<file path="config.mk">
export PLATFORM = sky130hd
export DESIGN_NAME = fill_scheduler
export DESIGN_NICKNAME = d
export VERILOG_FILES = /design/src/rtl/fill_sched_pkg.sv /design/src/rtl/rr_arbiter2.sv /design/src/rtl/fill_scheduler.sv
export SDC_FILE = /design/constraint.sdc
export NUM_CORES = 1
export LEC_CHECK = 0
export ABC_AREA = 1
export CAP_MARGIN = 20
export CORE_AREA = 2 2 106 98
export DETAILED_ROUTE_END_ITERATION = 10
export DIE_AREA = 0 0 108 100
export PLACE_DENSITY = 0.72
export SYNTH_ARGS = -nofsm -noshare
export SYNTH_HDL_FRONTEND = slang
export SYNTH_SLANG_ARGS = --single-unit
</file>
<file path="constraint.sdc">
create_clock -name clk -period 2.05 [get_ports clk]
set_clock_uncertainty 0.2 [all_clocks]
set_input_delay 0.3075 -clock clk [delete_from_list [all_inputs] [get_ports clk]]
set_output_delay 0.3075 -clock clk [all_outputs]
set_load 0.005 [all_outputs]
</file>
<file path="src/rtl/fill_sched_pkg.sv">
// Shared types and limits for the rectangle fill scheduler.
package fill_sched_pkg;

   localparam int unsigned XW = 9;
   localparam int unsigned YW = 8;

   localparam logic [XW-1:0] X_MAX_DEFAULT = 9'd319;
   localparam logic [YW-1:0] Y_MAX_DEFAULT = 8'd199;

   typedef enum logic [2:0] {
      ST_IDLE,
      ST_CHECK,
      ST_ISSUE,
      ST_WAIT_ACK,
      ST_WAIT_DONE,
      ST_RESP
   } state_e;

   typedef struct packed {
      logic [XW-1:0] x1;
      logic [YW-1:0] y1;
      logic [XW-1:0] x2;
      logic [YW-1:0] y2;
      logic          value;
   } cmd_t;

endpackage

</file>
<file path="src/rtl/rr_arbiter2.sv">
// Two-way round-robin arbiter; exactly one ready is offered while enabled.
module rr_arbiter2 (
   input  logic clk,
   input  logic rst_n,
   input  logic en_i,
   input  logic valid0_i,
   input  logic valid1_i,
   output logic ready0_o,
   output logic ready1_o,
   output logic grant_o,
   output logic fire_o
);

   logic last_grant_q;
   logic gnt;

   // A lone valid requester wins; otherwise the one not granted last.
   always_comb begin
      gnt = ~last_grant_q;
      if (valid0_i && !valid1_i) begin
         gnt = 1'b0;
      end else if (valid1_i && !valid0_i) begin
         gnt = 1'b1;
      end
      grant_o  = gnt;
      ready0_o = en_i && !gnt;
      ready1_o = en_i && gnt;
      fire_o   = (en_i && !gnt && valid0_i) || (en_i && gnt && valid1_i);
   end

   // Remember the last granted requester; reset favours req0 on the first tie.
   always_ff @(posedge clk or negedge rst_n) begin
      if (!rst_n) begin
         last_grant_q <= 1'b1;
      end else if (fire_o) begin
         last_grant_q <= gnt;
      end
   end

endmodule

</file>
<file path="src/rtl/fill_scheduler.sv">
// Fill command scheduler: arbitrate, check/clip, issue, track busy, respond.
module fill_scheduler
   import fill_sched_pkg::*;
#(
   parameter logic [XW-1:0] X_MAX       = X_MAX_DEFAULT,
   parameter logic [YW-1:0] Y_MAX       = Y_MAX_DEFAULT,
   parameter int unsigned   ACK_TIMEOUT = 4
) (
   input  logic          clk,
   input  logic          reset,
   input  logic          req0_valid,
   output logic          req0_ready,
   input  logic [XW-1:0] req0_x1,
   input  logic [XW-1:0] req0_x2,
   input  logic [YW-1:0] req0_y1,
   input  logic [YW-1:0] req0_y2,
   input  logic          req0_value,
   input  logic          req1_valid,
   output logic          req1_ready,
   input  logic [XW-1:0] req1_x1,
   input  logic [XW-1:0] req1_x2,
   input  logic [YW-1:0] req1_y1,
   input  logic [YW-1:0] req1_y2,
   input  logic          req1_value,
   output logic [XW-1:0] fill_x1,
   output logic [XW-1:0] fill_x2,
   output logic [YW-1:0] fill_y1,
   output logic [YW-1:0] fill_y2,
   output logic          fill_value,
   output logic          start_fill,
   input  logic          fill_busy,
   output logic          done,
   output logic          done_id,
   output logic          done_error
);

   localparam int unsigned   CW       = $clog2(ACK_TIMEOUT + 1);
   localparam logic [CW-1:0] ACK_LAST = CW'(ACK_TIMEOUT - 1);

   state_e        state_q;
   cmd_t          cmd_q;
   cmd_t          cmd0;
   cmd_t          cmd1;
   logic          id_q;
   logic [CW-1:0] ack_cnt_q;
   logic          idle;
   logic          grant;
   logic          fire;
   logic          reject;
   logic [XW-1:0] x2_clip;
   logic [YW-1:0] y2_clip;

   logic [XW-1:0] fill_x1_q;
   logic [XW-1:0] fill_x2_q;
   logic [YW-1:0] fill_y1_q;
   logic [YW-1:0] fill_y2_q;
   logic          fill_value_q;
   logic          start_fill_q;
   logic          done_q;
   logic          done_id_q;
   logic          done_error_q;

   assign idle = (state_q == ST_IDLE);
   assign cmd0 = '{x1: req0_x1, y1: req0_y1, x2: req0_x2, y2: req0_y2, value: req0_value};
   assign cmd1 = '{x1: req1_x1, y1: req1_y1, x2: req1_x2, y2: req1_y2, value: req1_value};

   rr_arbiter2 u_arb (
      .clk      (clk),
      .rst_n    (reset),
      .en_i     (idle),
      .valid0_i (req0_valid),
      .valid1_i (req1_valid),
      .ready0_o (req0_ready),
      .ready1_o (req1_ready),
      .grant_o  (grant),
      .fire_o   (fire)
   );

   // Legality check and clipping of the latched command against the framebuffer.
   always_comb begin
      reject  = (cmd_q.x1 > cmd_q.x2) || (cmd_q.y1 > cmd_q.y2) ||
                (cmd_q.x1 > X_MAX)    || (cmd_q.y1 > Y_MAX);
      x2_clip = (cmd_q.x2 > X_MAX) ? X_MAX : cmd_q.x2;
      y2_clip = (cmd_q.y2 > Y_MAX) ? Y_MAX : cmd_q.y2;
   end

   // Command FSM with registered engine and completion outputs.
   always_ff @(posedge clk or negedge reset) begin
      if (!reset) begin
         state_q      <= ST_IDLE;
         cmd_q        <= '0;
         id_q         <= 1'b0;
         ack_cnt_q    <= '0;
         fill_x1_q    <= '0;
         fill_x2_q    <= '0;
         fill_y1_q    <= '0;
         fill_y2_q    <= '0;
         fill_value_q <= 1'b0;
         start_fill_q <= 1'b0;
         done_q       <= 1'b0;
         done_id_q    <= 1'b0;
         done_error_q <= 1'b0;
      end else begin
         start_fill_q <= 1'b0;
         done_q       <= 1'b0;
         case (state_q)
            ST_IDLE: begin
               if (fire) begin
                  cmd_q   <= grant ? cmd1 : cmd0;
                  id_q    <= grant;
                  state_q <= ST_CHECK;
               end
            end
            ST_CHECK: begin
               if (reject) begin
                  done_q       <= 1'b1;
                  done_id_q    <= id_q;
                  done_error_q <= 1'b1;
                  state_q      <= ST_RESP;
               end else begin
                  // Outputs load on entry to ISSUE so start_fill and coordinates coincide.
                  fill_x1_q    <= cmd_q.x1;
                  fill_y1_q    <= cmd_q.y1;
                  fill_x2_q    <= x2_clip;
                  fill_y2_q    <= y2_clip;
                  fill_value_q <= cmd_q.value;
                  start_fill_q <= 1'b1;
                  state_q      <= ST_ISSUE;
               end
            end
            ST_ISSUE: begin
               ack_cnt_q <= '0;
               state_q   <= ST_WAIT_ACK;
            end
            ST_WAIT_ACK: begin
               if (fill_busy) begin
                  state_q <= ST_WAIT_DONE;
               end else if (ack_cnt_q == ACK_LAST) begin
                  // Counter would reach ACK_TIMEOUT on this increment.
                  done_q       <= 1'b1;
                  done_id_q    <= id_q;
                  done_error_q <= 1'b1;
                  state_q      <= ST_RESP;
               end else begin
                  ack_cnt_q <= ack_cnt_q + CW'(1);
               end
            end
            ST_WAIT_DONE: begin
               if (!fill_busy) begin
                  done_q       <= 1'b1;
                  done_id_q    <= id_q;
                  done_error_q <= 1'b0;
                  state_q      <= ST_RESP;
               end
            end
            ST_RESP: begin
               done_id_q    <= 1'b0;
               done_error_q <= 1'b0;
               state_q      <= ST_IDLE;
            end
            default: state_q <= ST_IDLE;
         endcase
      end
   end

   assign fill_x1    = fill_x1_q;
   assign fill_x2    = fill_x2_q;
   assign fill_y1    = fill_y1_q;
   assign fill_y2    = fill_y2_q;
   assign fill_value = fill_value_q;
   assign start_fill = start_fill_q;
   assign done       = done_q;
   assign done_id    = done_id_q;
   assign done_error = done_error_q;

endmodule

</file>
==> Yosys cells after proc, flatten, opt, wreduce, memory -nomap -nowiden <==
Index checks and enable logic that the tools add are counted.
{ "classes": {"addsub": 1, "n_mul": 0, "div_mod_pow": 0, "magnitude_cmp": 6, "n_eq_ne": 13, "shifts": 0, "mux": 31, "bitwise": 2, "n_reduce_logical": 21} }
{ "op_table": {"columns": ["operator", "count"], "rows": [
  ["2-to-1 mux 35 bit", 1],
  ["2-to-1 mux 3 bit", 7],
  ["greater-than comparator 9 bit (second input constant)", 2],
  ["greater-than comparator 8 bit (second input constant)", 2],
  ["2-to-1 mux 1 bit", 16],
  ["one-hot mux 3 bit (5 select lines)", 1],
  ["inequality test 2 bit (second input constant)", 6],
  ["== test 3 x 2 -> 1 bit (second input constant)", 3],
  ["greater-than comparator 9 bit", 1],
  ["2-to-1 mux 9 bit", 1],
  ["greater-than comparator 8 bit", 1],
  ["2-to-1 mux 8 bit", 1],
  ["one-hot mux 1 bit (4 select lines)", 2],
  ["== test 3 bit (second input constant)", 2],
  ["logical AND 1 bit", 6],
  ["one-hot mux 3 bit (2 select lines)", 1],
  ["AND reduction 3 bit", 2],
  ["AND reduction 5 bit", 1],
  ["logical OR 1 bit", 4],
  ["AND reduction 2 bit", 2],
  ["nonzero test 4 bit", 1],
  ["adder 3 x 1 -> 3 bit (second input constant)", 1],
  ["== test 3 x 1 -> 1 bit (second input constant)", 1],
  ["logical NOT 1 bit", 3],
  ["other kinds (5)", 6]
]} }
{ "word_totals": {"regBits": 82, "latch_bits": 0, "ram_bits": 0, "rom_bits": 0, "input_bits": 75, "out_inout_bits": 41, "wordCells": 92, "n_memories": 0} }

==> Longest topological paths before layout <==
Gate-level depths: netlist of the first run.
{ "logic_depth": {"word_depth": 10, "ltp_mapped": 15, "depth_no_buf": 15} }

==> Hierarchy <==
From an unflattened synthesis of the first run, not the netlist that was laid out.
{ "hier_totals": {"hier_cells": 508, "hier_area_um2": 4096.4} }
{ "modules_own_cells": {"columns": ["module", "n_inst", "cells_per_inst", "area_each_um2", "seq_area_each_um2"], "rows": [
  ["fill_scheduler", 1, 493, 4006.3, 2026.9],
  ["rr_arbiter2", 1, 15, 90.1, 26.3]
]} }

==> Worst setup path before layout of the first run <==
OpenSTA, ideal clock, no wires.
{ "synth_path": {"path_type": "register -> register", "startpoint": "reg cmd_q[17] (netlist bit)", "endpoint": "reg fill_y1_q[0], in the netlist fill_y1[0]", "setup_ns": 0.130, "t_arrival_ns": 1.644, "setup_slack_ns": 0.076, "path_stages_with_launch": 12, "path_buffers": 2, "period_less_slack_ns": 1.974, "path_cell_list": "dfrtp_1 > inv_1 > ha_1 > a21o_1 > nor2_1 > nand3_1 > nand2_1 > nand4_2 > buf_6 > buf_6 > nand2_1 > o21ai_0"} }
{ "synth_between": {"elab_chain_cells": 6} }
{ "synth_rtl": {"columns": ["element", "line_no", "source"], "rows": [
  ["start, declared", "fill_scheduler.sv:41", "cmd_t cmd_q;"],
  ["start signal, assigned", "fill_scheduler.sv:109", "cmd_q <= grant ? cmd1 : cmd0;"],
  ["greater-than comparator 9 bit", "fill_scheduler.sv:81", "reject = (cmd_q.x1 > cmd_q.x2) || (cmd_q.y1 > cmd_q.y2) ||"],
  ["logical OR 1 bit (2 in series)", "fill_scheduler.sv:81", null],
  ["logical OR 1 bit", "fill_scheduler.sv:82", "(cmd_q.x1 > X_MAX) || (cmd_q.y1 > Y_MAX);"],
  ["inverter 1 bit (no source line)", null, null],
  ["AND reduction 2 bit (no source line)", null, null],
  ["end signal, assigned", "fill_scheduler.sv:123", "fill_y1_q <= cmd_q.y1;"],
  ["end, declared", "fill_scheduler.sv:55", "logic [YW-1:0] fill_y1_q;"]
]} }
Every way passes these cells.
A chain may end at the register's enable or synchronous reset.

==> Worst setup path in the final report of the first run <==
{ "layout_path": {"startpoint": "reg cmd_q[13] (netlist bit)", "endpoint": "reg fill_y2_q[1], in the netlist fill_y2[1]"} }
{ "layout_between": {"elab_chain_cells": 6} }
{ "layout_rtl": {"columns": ["element", "line_no", "source"], "rows": [
  ["greater-than comparator 9 bit", "fill_scheduler.sv:81", null],
  ["logical OR 1 bit (2 in series)", "fill_scheduler.sv:81", null],
  ["logical OR 1 bit", "fill_scheduler.sv:82", null],
  ["inverter 1 bit (no source line)", null, null],
  ["AND reduction 2 bit (no source line)", null, null],
  ["end signal, assigned", "fill_scheduler.sv:125", "fill_y2_q <= y2_clip;"],
  ["end, declared", "fill_scheduler.sv:56", "logic [YW-1:0] fill_y2_q;"]
]} }
Every way passes these cells.

==> results of run 1 <==
[final cells by class]
class	count	area (sq um)	area share (%)
clock inverter	4	75.1	1.22
inverter	55	206	3.36
clock buffer	12	145	2.36
tap	129	161	2.63
sequential	82	2050	33.5
timing repair buffer	151	1570	25.6
multi-input combinational	309	1920	31.3
[Yosys cell counts]
library cell  instances  area, sq um
o21ai_1              11         55.1
o21ai_2              17          149
inv_2                 2         7.51
nor2_2                1         6.26
clkbuf_2              1         5.00
buf_4                 2         15.0
buf_6                 5         56.3
nand4_1               1         6.26
o22ai_1              34          213
inv_1                53          199
nor2_4                1         11.3
o21ai_0              54          270
buf_12                1         20.0
nor2_1               60          225
nor3_2                3         30.0
ha_1                 19          238
nand2_2               2         12.5
dfrtp_1              81         2030
a21oi_1               9         45.0
nand3b_1              1         7.51
a22o_1                1         8.76
a31oi_1               2         12.5
buf_2                 5         25.0
nand3_1               7         35.0
nand2_1              83          312
a21o_1                2         15.0
dfstp_2               1         26.3
clkbuf_1              7         26.3
nand4_2               1         12.5
[repair_timing]
item                                   CTS  global route
gates resized for setup                 10            69
buffers inserted                         1             3
endpoints found under the hold margin   37             0
pin swaps                                0            13
setup endpoints to repair               31            44
hold buffers                             1             0
cloned                                   0             6
[per-layer routing]
metal  GRT usage [%]  up-vias  wire (um)
met2            33.3      116       5600
met3            3.57       16        592
met4            6.51        0        172
li1                -     1833          -
met5               0        -          0
met1            26.5     1788       4960
[worst max-delay path, cell delays in order, from the launching register on]
cell and delay [ps]:
dfrtp_1 400, inv_2 90, ha_4 220, nand2_4 70, inv_1 40, nand2_1 50
nand2_1 50, nand2_1 70, nand3_2 80, nand2_2 110, nand4_4 140, buf_12 190
clkbuf_16 160, nand2_1 50, o21ai_0 70
[cells in the final DEF, fill, tap and decap left out, types with 6 or more instances in the layout]
cell and instances:
clkdlybuf4s50_1 111, dfrtp_1 80, nand2_1 58, nor2_1 54
o21ai_0 46, inv_1 45, o22ai_1 34, buf_4 24
nand2_2 19, o21ai_2 18, o21ai_1 17, ha_1 12
inv_2 10, clkbuf_8 10, nand2_4 8, ha_4 7
a21oi_1 6, nor2_2 6, buf_12 6
[logic make-up after synthesis]
| group | count (synthesis) |
|---|---|
| AO/OA/AOI/OAI | 130 |
| adder cells (fa/ha/maj) | 19 |
| buffers and inverters | 76 |
| flip-flops | 82 |
| AND/OR/NAND/NOR | 160 |
[through the flow]
step / setup TNS (ps) / total power [W] / util, % / setup WS, ps
final: -538 / 0.00964 / 62.3 / -46.7
after global routing: -4490 / 0.0104 / 62.3 / -161
after floorplan: 0 / 0.00551 / - / 76.5
after global placement: -412 / 0.00718 / 55.7 / -214
after detailed placement: -1500 / 0.00733 / 55.7 / -231
after CTS: -7.94 / 0.00869 / 58.3 / -6.76
[sequential cells by signal, indices dropped and copies added (netlist names)]
name                flops
done_id                 1
done_error              1
cmd_q                  35
id_q                    1
fill_y2                 8
ack_cnt_q               3
fill_y1                 8
fill_value              1
u_arb.last_grant_q      1
start_fill              1
state_q                 3
fill_x2                 9
done                    1
fill_x1                 9
[power by group through the flow]
| stage | combinational (W) | clock (W) | sequential [W] |
|---|---|---|---|
| 3_3_place_gp | 0.00435 | 0 | 0.00283 |
| 4_1_cts | 0.00454 | 0.00132 | 0.00283 |
| 6_report | 0.00542 | 0.00129 | 0.00292 |
| 2_1_floorplan | 0.00273 | 0 | 0.00278 |
| 3_5_place_dp | 0.00447 | 0 | 0.00286 |
| 5_1_grt | 0.00599 | 0.00141 | 0.00301 |
[final timing paths]
| kind | slack, ps | cells past startpoint | start | endpoint |
|---|---|---|---|---|
| max | -50 | 14 | cmd_q[13]$_DFFE_PN0P_ | fill_y2[1]$_DFFE_PN0P_ |
| min | 280 | 2 | done_error$_DFFE_PN0P_ | done_error$_DFFE_PN0P_ |
| max reg2reg | -50 | 14 | cmd_q[13]$_DFFE_PN0P_ | fill_y2[1]$_DFFE_PN0P_ |
| min reg2reg | 280 | 2 | done_error$_DFFE_PN0P_ | done_error$_DFFE_PN0P_ |
| max in group asynchronous | 730 | 3 | reset | fill_x2[6]$_DFFE_PN0P_ |
| min in group asynchronous | 290 | 2 | reset | fill_x2[1]$_DFFE_PN0P_ |
==> metrics.txt, run 1 <==
outcome finished, violations left; failing checks setup timing; via count 3,753; Synthesized Nets 561; antenna cells 0; Sequential Power Share 30.3%; fin nets 702; CP Class reg2reg; max-slew violation count 0; wire per inst 15.3 um; DIE AREA 0.0108 sq mm; share of cells above drive strength 1 21.7%; CTS sink cnt 82; post-synthesis area per instance 8.72 sq um; pin count of the biggest net entering global routing 43; H-tree depth 3; worst slew pin tran 563 ps; dpl cells 715; Netlist cell types 29; number of buffers created by CTS 9; GR Util All Layers 20.0%; simple-gate share of the synthesized area 16.2%; router iterations before antenna repair 5; pwr dens 1570 mW/mm^2; Routability Congestion 0.887; slew margin rel. 62.5%; Starting Density 41.3%; root buf cell clkbuf_8; sw frac 40.1%; Antenna Nets Post-Route 0; mux cell area share after synthesis 0%; crit start category flop; clock network fraction of total power 13.4%; vias per cell 5.06; fillers 826; Remaining Overflow, GRT 0; row count 35; initial antenna violation count 0; Crit path required time 2080 ps; CORE AREA 0.00985 sq mm; final hold slack 283 ps; crit path time final 2100 ps; Hold/Removal Path Class reg2reg; final instance area 0.00614 sq mm; Layout area overhead 50.8%; Synth Area in Adders 5.84%; Ports 116; IO Port Bufs 115; first-pass GRT wire length 17,000 um; DRC Markers 0; total wire length 11,300 um; Final Hold Viols 0; Synth Warn # 0; CP Data Arrival Time 2130 ps; leakage 2.78 nW; f_max 477 MHz; RSZ-0062 raised after global routing true; largest family of logic cells by synthesized area compound AO/OA/AOI/OAI gates; CTS tree built; max_cap viols 0; clock buffer depth 2; Cell Area, Synth 0.00407 sq mm; CP max FO 11; Psw 0.00387 W; Initial DRC Count 173; Cell Area, Placed 0.00549 sq mm; Mapped Cells 467; number of global-route vias before repair 3,640; sequential area share after synthesis 50.4%; fin crit share 102%; Comb power frac 56.3%; CP endpoint kind flop; Die H 100 um; Post-Layout Cell Count 742; worst-skew pair later-pin latency 340 ps; Yosys reg bits 82; Compound-Gate Fraction of Synth Area 18.9%; cell internal pwr 0.00577 W; Worst Slack Setup Final -46.7 ps; xor and xnor fraction of the mapped netlist area 0%; clock transition at the registers of the reported paths 90 ps; final setup fails 26; Die W 108 um; HPWL after detailed placement 7620 um; maximum vdd drop 0.000913 V
(Power assumes the default switching activity.)
==> run 2: changes to the inputs <==
--- a/config.mk
+++ b/config.mk
@@ -10,6 +10,7 @@
 export CORE_AREA = 2 2 106 98
 export DETAILED_ROUTE_END_ITERATION = 10
 export DIE_AREA = 0 0 108 100
+export MAX_ROUTING_LAYER = met4
 export PLACE_DENSITY = 0.72
 export SYNTH_ARGS = -nofsm -noshare
 export SYNTH_HDL_FRONTEND = slang
==> run 2 against run 1 <==
  * The run still ends with setup timing left
  * Clock-buffer cell count stayed put
  * Cell area fell by 0.35%
  * First-iteration DRC count grew 0.58%
  * Clock power is essentially flat
  * Utilization is 0.22 points lower
  * Flip-flop and latch count stayed put
  * Critical path depth did not move
  * Fmax hardly changed
  * Hold slack improved by 4.5 ps
  * Worst setup slack improved by 1.9 ps
  * Register-to-register slack barely moved
==> metrics.txt, run 2 (synthesized netlist as in run 1, its figures left out) <==
row count 35 (unchanged); CP max FO 9 (was 11); Worst Slack Setup Final -44.8 ps (was -46.7 ps); slowest CP cell dfrtp_1 (unchanged); failing checks setup timing (unchanged); antenna cells 0 (unchanged); reg2reg setup slack -40 ps (was -50 ps); f_max 477 MHz (about the same); final core utilization 62.1% (was 62.3%); Hold/Removal Path Class in2async (was reg2reg); via count 3,761 (was 3,753); slew margin rel. 62.9% (was 62.5%); GR Util All Layers 20.6% (was 20.0%); maximum vdd drop 0.000917 V (was 0.000913 V); Top Family by Delay on Critical Path simple AND/OR/NAND/NOR gates (unchanged); Remaining Overflow, GRT 0 (unchanged); Antenna Nets Post-Route 0 (unchanged); dpl cells 715 (unchanged); CTS sink cnt 82 (unchanged); wire per inst 15.1 um (was 15.3 um); Die W 108 um (unchanged); number of buffers created by CTS 9 (unchanged); crit start category flop (unchanged); CORE AREA 0.00985 sq mm (unchanged); Post-Layout Cell Count 741 (was 742); post-place setup slack -231 ps (unchanged); pin count of the biggest net entering global routing 43 (unchanged); number of global-route vias before repair 3,635 (was 3,640); max reg flops 35 (unchanged); total wire length 11,200 um (was 11,300 um); Layout area overhead 50.3% (was 50.8%); RSZ-0062 raised after global routing true (unchanged); Cell Area, Placed 0.00549 sq mm (unchanged); max-slew violation count 0 (unchanged); DIE AREA 0.0108 sq mm (unchanged); fillers 835 (was 826); Ports 116 (unchanged); DRC Markers 0 (unchanged); Initial DRC Count 174 (was 173); vias per cell 5.08 (was 5.06); H-tree depth 3 (unchanged); crit-path most repeated cell nand2_1 (unchanged); leakage 2.77 nW (was 2.78 nW); IO Port Bufs 115 (unchanged); worst-path cell chain inv_2 > ha_4 > nand2_4 > inv_1 > nand2_1 > nand2_1 > nand2_1 > nand3_2 > nand2_2 > nand4_4 > buf_12 > clkbuf_16 > nand2_1 > o21ai_2 (was inv_2 > ha_4 > nand2_4 > inv_1 > nand2_1 > nand2_1 > nand2_1 > nand3_2 > nand2_2 > nand4_4 > buf_12 > clkbuf_16 > nand2_1 > o21ai_0); final hold slack 287 ps (was 283 ps); WP buf/inv 4 (unchanged); initial antenna violation count 0 (unchanged); router iterations before antenna repair 5 (unchanged); max_cap viols 0 (unchanged); CP endpoint kind flop (unchanged); commonest non-fill, non-tap cell in the layout clkdlybuf4s50_1 (unchanged); Crit path required time 2080 ps (about the same); pwr dens 1570 mW/mm^2 (about the same); share of cells above drive strength 1 21.2% (was 21.7%); fin crit share 102% (about the same); CP Data Arrival Time 2130 ps (about the same); fin nets 701 (was 702); most frequent cells in the layout clkdlybuf4s50_1, dfrtp_1, nand2_1 (unchanged); worst-skew pair later-pin latency 340 ps (about the same); final instance area 0.00612 sq mm (was 0.00614 sq mm); HPWL after detailed placement 7620 um (unchanged); worst slew pin tran 556 ps (was 563 ps); outcome finished, violations left (unchanged); CP Class reg2reg (unchanged); Final Hold Viols 0 (unchanged); Die H 100 um (unchanged); Worst path max stage delay 400 ps (about the same); CTS tree built (unchanged); clock buffer depth 2 (unchanged); root buf cell clkbuf_8 (unchanged); clock transition at the registers of the reported paths 80 ps (was 90 ps); first-pass GRT wire length 17,100 um (was 17,000 um); Starting Density 41.3% (unchanged); Most flops, register cmd_q (unchanged); final setup fails 25 (was 26); crit path time final 2090 ps (was 2100 ps); Routability Congestion 0.902 (was 0.887)
run 2: changes by cell type in the layout (fill, tap and decap cells not counted):
cell / delta
nand2_4: -1
o21ai_1: +3
nand2_2: -1
o21ai_0: -3
buf_6: -1
nand2_1: +2
run 2: repair_timing:
item | in CTS | in global routing
hold buffers | 1 | 0
pin swaps | 0 | 13
cloned | 0 | 5
endpoints found under the setup margin | 31 | 44
setup buffers | 1 | 3
gates resized for setup | 10 | 69
hold endpoints to repair | 37 | 0
run 2: final cells by class:
type / instances / area (sq um) / share of cell area (%)
timing repair buffer: 150 / 1560 / 25.5
clock buffer: 12 / 145 / 2.37
tap: 129 / 161 / 2.64
multi-input combinational: 309 / 1910 / 31.3
sequential: 82 / 2050 / 33.6
clock inverter: 4 / 75.1 / 1.23
inverter: 55 / 206 / 3.37
run 2: final timing paths:
check / from / endpoint / depth (start not counted)
max: cmd_q[13]$_DFFE_PN0P_ / fill_value$_DFFE_PN0P_ / 14
min: reset / fill_x2[1]$_DFFE_PN0P_ / 2
max reg2reg: cmd_q[13]$_DFFE_PN0P_ / fill_value$_DFFE_PN0P_ / 14
min reg2reg: ack_cnt_q[0]$_DFFE_PN0P_ / ack_cnt_q[0]$_DFFE_PN0P_ / 1
max in group asynchronous: reset / fill_x2[6]$_DFFE_PN0P_ / 3
min in group clk: ack_cnt_q[0]$_DFFE_PN0P_ / ack_cnt_q[0]$_DFFE_PN0P_ / 1
run 2: metrics by stage:
stage | TNS (ps) | power (W)
after detailed placement | -1500 | 0.00733
after floorplan | 0 | 0.00551
final | -644 | 0.00961
after global placement | -412 | 0.00718
after global routing | -4500 | 0.0104
after CTS | -7.94 | 0.00869
run 2: layer usage:
layer / global-route usage, % / share of wire, % / vias up
met2: 33.3 / 49 / 112
met4: 6.51 / 1.7 / 0
met5: - / 0 / -
li1: - / - / 1829
met1: 26.6 / 45 / 1802
met3: 3.57 / 4.4 / 18
run 2: power by group:
part	switching, W	internal [W]	total, W
logic	0.00275	0.00264	0.00540
registers	0.000530	0.00239	0.00292
clock network	0.000570	0.000721	0.00129
total	0.00385	0.00575	0.00961
==> run 3: changes to the inputs <==
--- a/config.mk
+++ b/config.mk
@@ -11,7 +11,8 @@
 export DETAILED_ROUTE_END_ITERATION = 10
 export DIE_AREA = 0 0 108 100
 export MAX_ROUTING_LAYER = met4
-export PLACE_DENSITY = 0.72
+export PLACE_DENSITY_LB_ADDON = 0.2
+export SKIP_LAST_GASP = 1
 export SYNTH_ARGS = -nofsm -noshare
 export SYNTH_HDL_FRONTEND = slang
 export SYNTH_SLANG_ARGS = --single-unit
==> run 3 against run 2 <==
  * The flow still finishes with violations (setup timing)
  * Utilization rose by 3.3 points
  * Worst setup slack got worse by 33 ps
  * Largest power group unchanged
  * Highest routed layer unchanged
  * Sequential share of layout area fell by 1.7 points
  * Via count rose by 2.2%
  * Fmax fell by 1.5%
  * Combinational power rose by 16%
  * Total power rose by 7.8%
  * Register-to-register slack got worse by 30 ps
  * Clock power fell by 11%
  * First-iteration DRC count fell by 35%
  * Die area did not move
==> metrics.txt, run 3 (synthesized netlist as in run 1, its figures left out) <==
outcome finished, violations left (unchanged); failing checks setup timing (unchanged); Hold/Removal Path Class reg2reg (was in2async); met1 usage 27.5% (was 26.6%); Remaining Overflow, GRT 0 (unchanged); clock network fraction of total power 11.1% (was 13.4%); final instance area 0.00644 sq mm (was 0.00612 sq mm); CTS sink cnt 82 (unchanged); via count 3,843 (was 3,761); most frequent cells in the layout clkdlybuf4s50_1, dfrtp_1, nor2_1 (was clkdlybuf4s50_1, dfrtp_1, nand2_1); Crit path required time 2080 ps (about the same); leakage 2.91 nW (was 2.77 nW); max_cap viols 0 (unchanged); pwr dens 1610 mW/mm^2 (was 1570 mW/mm^2); sw frac 40.5% (was 40.1%); slowest CP cell dfrtp_1 (unchanged); global-route met2 utilization 34.6% (was 33.3%); HPWL after detailed placement 7620 um (about the same); busiest grt layer met2 (unchanged); CP max FO 8 (was 9); maximum vdd drop 0.000748 V (was 0.000917 V); crit start category flop (unchanged); Layout area overhead 58.1% (was 50.3%); IO Port Bufs 115 (unchanged); Worst path max stage delay 400 ps (about the same); DRC Markers 0 (unchanged); worst-skew pair later-pin latency 350 ps (was 340 ps); Routability Congestion 0.814 (was 0.902); GR Util All Layers 21.6% (was 20.6%); H-tree depth 3 (unchanged); Die W 108 um (unchanged); wire per inst 15.6 um (was 15.1 um); RSZ-0062 raised after global routing true (unchanged); Antenna Nets Post-Route 0 (unchanged); initial antenna violation count 0 (unchanged); number of global-route vias before repair 3,739 (was 3,635); Top Family by Delay on Critical Path simple AND/OR/NAND/NOR gates (unchanged); first-pass GRT wire length 17,700 um (was 17,100 um); Starting Density 41.3% (unchanged); met3 usage 4.74% (was 3.57%); cell internal pwr 0.00616 W (was 0.00575 W); DIE AREA 0.0108 sq mm (unchanged); final setup fails 36 (was 25); Most flops, register cmd_q (unchanged); pin count of the biggest net entering global routing 43 (unchanged); router iterations before antenna repair 5 (unchanged); CORE AREA 0.00985 sq mm (unchanged); max reg flops 35 (unchanged); fin nets 718 (was 701); CTS tree built (unchanged); CP Class reg2reg (unchanged); root buf cell clkbuf_8 (unchanged); f_max 470 MHz (was 477 MHz); clock buffer depth 2 (unchanged); worst slew pin tran 571 ps (was 556 ps); share of cells above drive strength 1 27.5% (was 21.2%); Die H 100 um (unchanged); Post-Route Setup TNS -1280 ps (was -644 ps); Comb power frac 60.3% (was 56.2%); fillers 804 (was 835); worst hold stages 2; worst-path cell chain inv_2 > ha_4 > nand2_2 > nand2_2 > nand2_2 > nand2_2 > nand2_2 > nand3_2 > nand2_2 > nand4_4 > buf_12 > buf_16 > nand2_2 > o21ai_1 (was inv_2 > ha_4 > nand2_4 > inv_1 > nand2_1 > nand2_1 > nand2_1 > nand3_2 > nand2_2 > nand4_4 > buf_12 > clkbuf_16 > nand2_1 > o21ai_2); WP depth 14 (unchanged); Initial DRC Count 113 (was 174); clock transition at the registers of the reported paths 90 ps (was 80 ps); Cell Area, Placed 0.00554 sq mm (was 0.00549 sq mm); total wire length 11,800 um (was 11,200 um); commonest non-fill, non-tap cell in the layout clkdlybuf4s50_1 (unchanged); crit-path most repeated cell nand2_2 (was nand2_1); Psw 0.00419 W (was 0.00385 W); Ports 116 (unchanged); Sequential Power Share 28.6% (was 30.4%); CP Data Arrival Time 2160 ps (was 2130 ps); Final Hold Viols 0 (unchanged); Worst Slack Setup Final -77.5 ps (was -44.8 ps); fin crit share 104% (was 102%); slew margin rel. 61.9% (was 62.9%); WP buf/inv 3 (was 4); CP endpoint kind flop (unchanged); worst reg2reg path depth 14 (unchanged); number of buffers created by CTS 9 (unchanged); max-slew violation count 0 (unchanged); antenna cells 0 (unchanged); crit path time final 2130 ps (was 2090 ps); vias per cell 5.07 (was 5.08); row count 35 (unchanged)
[run 3: power groups by stage]
stage                     logic (W)  registers [W]  clock network [W]
after floorplan             0.00273        0.00278                  0
after global placement      0.00448        0.00282                  0
after detailed placement    0.00460        0.00284                  0
after CTS                   0.00492        0.00282            0.00118
after global routing        0.00687        0.00304            0.00126
final                       0.00625        0.00296            0.00115
[run 3: metrics by stage]
step,setup slack (ps),util [%],instances,power (W),hold slack [ps]
after floorplan,76.5,-,467,0.00551,-188
after global placement,-212,56.3,720,0.00730,136
after detailed placement,-228,56.3,720,0.00744,139
after CTS,-23.2,59.4,742,0.00892,281
after global routing,-186,65.3,758,0.0112,314
final,-77.5,65.3,758,0.0104,284
[run 3: final timing paths]
check,from,end,slack [ps]
worst max-delay path,cmd_q[11]$_DFFE_PN0P_,fill_x1[0]$_DFFE_PN0P_,-80
worst min register to register,done_id$_DFFE_PN0P_,done_id$_DFFE_PN0P_,280
worst max register to register,cmd_q[11]$_DFFE_PN0P_,fill_x1[0]$_DFFE_PN0P_,-80
max in group asynchronous,reset,cmd_q[28]$_DFFE_PN0P_,750
worst min-delay path,done_id$_DFFE_PN0P_,done_id$_DFFE_PN0P_,280
min in group asynchronous,reset,fill_x2[1]$_DFFE_PN0P_,300
[run 3: cell type report]
type	instances	area, sq um	share of cell area [%]
clock inverters	5	55.1	0.855
multi-input cells	309	2060	31.9
well taps	129	161	2.51
clock buffers	11	131	2.04
repair buffers	167	1770	27.6
inverters	55	206	3.21
flip-flops and latches	82	2050	31.9
[run 3: what timing repair did]
| item | 4_1_cts | 5_1_grt |
|---|---|---|
| pin swaps | 1 | 29 |
| cloned | 1 | 7 |
| resized for setup | 16 | 108 |
| buffers inserted | 4 | 10 |
| endpoints found under the hold margin | 38 | 0 |
| setup endpoints to repair | 41 | 44 |
| hold buffers | 1 | 0 |
[run 3: worst min-delay path, delay by kind of cell (launching register included)]
kind | cells | cell delay [ps]
DFF | 1 | 350
and+or+nand+nor | 2 | 100
[run 3: metal layers]
| layer | vias up | wire [um] |
|---|---|---|
| li1 | 1868 | - |
| met1 | 1838 | 5160 |
| met2 | 119 | 5860 |
| met3 | 18 | 631 |
| met4 | 0 | 183 |
| met5 | - | 0 |
